### src/rtl/cargador_programa.sv
`default_nettype none
// ============================================================================
// Module   : cargador_programa
// Brief    : Program loader plus 2**ANCHO_DIR-byte instruction memory with a
//            4-byte combinational fetch port. Optional trailing checksum byte
//            is enabled by defining CARGA_CHECKSUM_EN.
// Revision : 1.0 - initial release
// ============================================================================
module cargador_programa #(
    parameter int ANCHO_DIR  = 8,
    parameter int ANCHO_DATO = 8
) (
    input  logic                  clk,
    input  logic                  reset,
    input  logic                  inicio,
    input  logic [ANCHO_DATO-1:0] in_data,
    input  logic                  in_valid,
    output logic                  in_ready,
    output logic                  ocupado,
    output logic                  cargado,
    output logic                  error,
    input  logic [ANCHO_DIR-1:0]  Direccion,
    output logic [ANCHO_DATO-1:0] B1,
    output logic [ANCHO_DATO-1:0] B2,
    output logic [ANCHO_DATO-1:0] B3,
    output logic [ANCHO_DATO-1:0] B4
);

    localparam int CW = ANCHO_DIR + 1;

    typedef enum logic [2:0] {
        S_IDLE   = 3'd0,
        S_HEADER = 3'd1,
        S_DATA   = 3'd2,
        S_CHECK  = 3'd3,
        S_DONE   = 3'd4,
        S_ERROR  = 3'd5
    } estado_t;

    estado_t         estado_q, estado_d;
    logic [CW-1:0]   total_q,  total_d;
    logic [CW-1:0]   cuenta_q, cuenta_d;
    logic [CW-1:0]   w_cuenta_sig;
    logic            w_acepta;
    logic            w_escribe;
`ifdef CARGA_CHECKSUM_EN
    logic [ANCHO_DATO-1:0] suma_q, suma_d;
`endif

    logic [ANCHO_DATO-1:0] mem [2**ANCHO_DIR];

    assign in_ready     = (estado_q == S_HEADER) || (estado_q == S_DATA) || (estado_q == S_CHECK);
    assign ocupado      = in_ready || (estado_q == S_ERROR);
    assign cargado      = (estado_q == S_DONE);
`ifdef CARGA_CHECKSUM_EN
    assign error        = (estado_q == S_ERROR);
`else
    assign error        = 1'b0;
`endif
    assign w_acepta     = in_valid && in_ready;
    assign w_escribe    = w_acepta && (estado_q == S_DATA);
    assign w_cuenta_sig = cuenta_q + CW'(1);

    always_comb begin
        estado_d = estado_q;
        total_d  = total_q;
        cuenta_d = cuenta_q;
`ifdef CARGA_CHECKSUM_EN
        suma_d   = suma_q;
`endif
        case (estado_q)
            S_IDLE, S_DONE, S_ERROR: begin
                if (inicio) estado_d = S_HEADER;
            end
            S_HEADER: begin
                if (w_acepta) begin
                    // A zero header means a full-depth image
                    total_d  = (in_data == '0) ? CW'(2**ANCHO_DIR) : CW'(in_data);
                    cuenta_d = '0;
`ifdef CARGA_CHECKSUM_EN
                    suma_d   = '0;
`endif
                    estado_d = S_DATA;
                end
            end
            S_DATA: begin
                if (w_acepta) begin
                    cuenta_d = w_cuenta_sig;
`ifdef CARGA_CHECKSUM_EN
                    suma_d   = suma_q + in_data;
                    if (w_cuenta_sig == total_q) estado_d = S_CHECK;
`else
                    if (w_cuenta_sig == total_q) estado_d = S_DONE;
`endif
                end
            end
`ifdef CARGA_CHECKSUM_EN
            S_CHECK: begin
                if (w_acepta) estado_d = (in_data == suma_q) ? S_DONE : S_ERROR;
            end
`endif
            default: estado_d = S_IDLE;
        endcase
    end

    always_ff @(posedge clk) begin
        if (reset) begin
            estado_q <= S_IDLE;
            total_q  <= '0;
            cuenta_q <= '0;
`ifdef CARGA_CHECKSUM_EN
            suma_q   <= '0;
`endif
        end else begin
            estado_q <= estado_d;
            total_q  <= total_d;
            cuenta_q <= cuenta_d;
`ifdef CARGA_CHECKSUM_EN
            suma_q   <= suma_d;
`endif
        end
    end

    // Memory is never cleared so a reset keeps whatever was already loaded
    always_ff @(posedge clk) begin
        if (!reset && w_escribe) mem[cuenta_q[ANCHO_DIR-1:0]] <= in_data;
    end

    assign B1 = mem[Direccion];
    assign B2 = mem[Direccion + ANCHO_DIR'(1)];
    assign B3 = mem[Direccion + ANCHO_DIR'(2)];
    assign B4 = mem[Direccion + ANCHO_DIR'(3)];

endmodule
`default_nettype wire

### config.mk
export PLATFORM = sky130hd
export DESIGN_NAME = cargador_programa
export DESIGN_NICKNAME = d
export VERILOG_FILES = /design/src/rtl/cargador_programa.sv
export SDC_FILE = /design/constraint.sdc
export NUM_CORES = 2
export LEC_CHECK = 0
export BUFFER_PORTS_ARGS = -buffer_cell sky130_fd_sc_hd__buf_2
export CAP_MARGIN = 25
export CORE_MARGIN = 3
export CORE_UTILIZATION = 45
export CTS_CLUSTER_DIAMETER = 40
export DETAILED_ROUTE_END_ITERATION = 6
export SLEW_MARGIN = 20
export SYNTH_ARGS = -nofsm -noshare
export SYNTH_HDL_FRONTEND = slang
export SYNTH_SLANG_ARGS = --single-unit
### constraint.sdc
create_clock -name clk -period 4.45 [get_ports clk]
set_input_delay 0 -clock clk [delete_from_list [all_inputs] [get_ports clk]]
set_output_delay 0 -clock clk [all_outputs]
set_load 0.01 [all_outputs]
==> impl_metrics.tcl <==
set metrics [dict create \
    min_path_cells 3 \
    path_clk_slew_ns 0.05 \
    start_kind "input pin" \
    place_hpwl_mm 362 \
    postLayoutCoreUtil_pct 53.4 \
    min_period_ns 4.51 \
    place_congestion 1.01 \
    grt_pass1_wl_mm 727 \
    crit_slowest_cell "a22oi_1" \
    cp-end-kind "output port" \
    synth_commonest_cells "2196 x mux4_2, 2048 x edfxtp_1, 849 x nand2_1" \
    io_buffers 54 \
    numCtsBuffers 371 \
    reg2reg_depth 10 \
    cp-startpoint "Direccion[0]" \
    area_delta_synth_final_pct 17.9 \
    netlist-cell-type-count 73 \
    firstDrtPassIters 7 \
    synth.most_common_cell "mux4_2" \
    cts_tree "built" \
    drc 1 \
    relSlewSlack_pct 14.2 \
    cp_common_cell "buf_12" \
    hold_path.class "in -> reg" \
    cts_root_buffer "clkbuf_16" \
    grt_overflow 0 \
    fill_cells 22900 \
    start_util_pct 45.3 \
    die-area_um2 298000 \
    netlist_instances 7778 \
    initialDrtViolationCount 15600 \
    ys.flop_type "edfxtp_1" \
    coreArea_um2 289000 \
    rsz0062_at_grt "false" \
    synth-edff-count 2048 \
    routedWlPerCell_um 42.3 \
    synth_area_um2 131000 \
    io-pin-count 56 \
    synth_largest_area_cell "edfxtp_1" \
    r2r-start "estado_q[2]$_SDFFE_PP0P_" \
    period_share_pct 101 \
    clock_latency_ns 0.96 \
    min_from "reset" \
    crit_fanout 68 \
    nets 8335 \
    tns_ns -0.0565 \
    antenna_left 0 \
    rows 197 \
    violations "DRC, setup timing" \
    crit_required_ns 4.45 \
    final-hold-violation-count 0 \
    fp.dieH_um 545 \
    tightest_slew_ns 1.29 \
    via_count 94000 \
    cellPowerDensity_nw_per_um2 398 \
    synth_seq_cells 2069 \
    drv_cap 0 \
    layout-drive-gt1-share_pct 44.4 \
    status "complete, but fails checks" \
    cts_buffer_depth 4 \
    cts.sinks 2069 \
    grt_max_degree 177 \
    crit_type "in -> out" \
    yosysSeqAreaShare_pct 47.3 \
    max_freq_mhz 222 \
    clock_skew_ns 0.0522 \
    grt_usage_pct 35.0 \
    ir_worst_vdd_v 0.000452 \
    netlist_top_cells_area "edfxtp_1 47%, mux4_2 38%, mux2i_1 2.7%" \
    synth_warnings 0 \
    die_x_um 545 \
    syn_nets 7806 \
    crit_path_cell_trace "buf_12 -> clkinv_1 -> ha_4 -> buf_12 -> buf_12 -> mux4_2 -> nand2_1 -> and3_1 -> a311oi_1 -> buf_4 -> a311oi_1 -> or3_1 -> a22oi_1 -> buf_2" \
    r2r-end "mem[166][7]$_DFFE_PP_" \
    crit_arrival_ns 4.51 \
    cpPeakStageDelay_ns 0.70 \
    h-tree-depth 5 \
    post_cts_buffers 0 \
    avgSynthCellArea_um2 16.8 \
    timing.final.ws_setup_ns -0.0565 \
    setup_viol 1 \
    holdPathEnd "cuenta_q[7]$_SDFFE_PP0P_" \
    viasPerCell 7.50 \
    grt_antenna_before_repair 35 \
    synth_top_area_share_pct 47.0 \
    drv_slew 0 \
    synthArstFlopShare_pct 0 \
    wirelength_mm 530 \
    reg2reg_slack_ns 0.82 \
    power_leakage_uw 0.0507 \
    grt_pass1_vias 89400 \
]
per-stage QoR:
step | total power, uW | instance area, um2 | hold WS (ns) | std cells | setup slack, ns
after floorplan | 27300 | 131000 | 0.0793 | 7778 | 0.454
after global placement | 31700 | 141000 | 0.416 | 11800 | -0.135
after detailed placement | 31700 | 141000 | 0.429 | 11800 | 0.0682
after CTS | 61400 | 154000 | 0.0757 | 12500 | 0.0160
after global routing | 62800 | 154000 | 0.125 | 12500 | 0.0636
final | 61500 | 154000 | 0.0870 | 12500 | -0.0565
cells in the final DEF, fill, tap and decap left out, drive strengths merged, types with 92 or more instances in the layout:
cell	count
a21oi	148
buf	918
clkinv	110
mux4	2196
clkbuf	410
nand2	849
nand3	259
mux2i	357
o22ai	92
inv	101
nor2	339
edfxtp	2048
cells by family (layout without fill, tap and decap cells):
logic type	count (synthesis)	count (layout)	share of synthesized area [%]
buf+inv	792	1635	2.96
flops	2069	2069	47.3
mux	2555	2555	40.5
other cells	1	43	0.00286
xor+xnor	38	38	0.260
fa+ha+maj	8	8	0.0764
compound gates	649	649	3.46
simple gates	1666	1666	5.44
per-layer routing:
metal	vias up	share of wire, %	GRT usage [%]
li1	35000	-	-
met4	8	8.0	22.9
met1	49200	33	44.1
met2	8223	44	51.2
met3	1614	15	12.8
met5	-	0.012	0.128
flip-flops by register name (all words and copies together), names as in the netlist:
| name | count |
|---|---|
| mem | 2048 |
| cuenta_q | 9 |
| total_q | 9 |
| estado_q | 3 |
power breakdown:
part	switching (uW)	leakage [uW]	internal (uW)	total [uW]
Sequential	23.5	0.0186	21500	21500
Clock	11000	0.00630	18800	29700
Combinational	6270	0.0259	3970	10200
worst max-delay path, delay by kind of cell:
family / cells / cell delay, ns
and+or+nand+nor: 3 / 0.72
buffers and inverters: 6 / 1.51
muxes: 1 / 0.28
adders and majority gates: 1 / 0.46
AOI/OAI and AO/OA: 3 / 1.37
worst max path at each step:
stage | end | slack, ns | depth (start not counted)
final | B4[6] | -0.06 | 14
after global routing | B4[6] | 0.06 | 14
after detailed placement | B2[7] | 0.07 | 12
after floorplan | B4[0] | 0.45 | 19
after CTS | B1[3] | 0.02 | 10
after global placement | B2[4] | -0.13 | 14
final cells by class:
type | instances | area (um2) | area share, %
tap | 3880 | 4850 | 3.14
clock buffer | 402 | 9550 | 6.19
timing repair buffer | 938 | 8780 | 5.69
inverter | 10 | 52.6 | 0.0340
multi-input combinational | 4917 | 65600 | 42.5
sequential | 2069 | 61900 | 40.1
clock inverter | 285 | 3540 | 2.29
antenna | 42 | 105 | 0.0681
what timing repair did:
item,CTS,global route
hold endpoints to repair,1067,0
gates resized for setup,2,4
pin swaps,0,0
hold buffers,12,0
endpoints found under the setup margin,2,4
No activity file was read; power rests on OpenSTA's default activity.
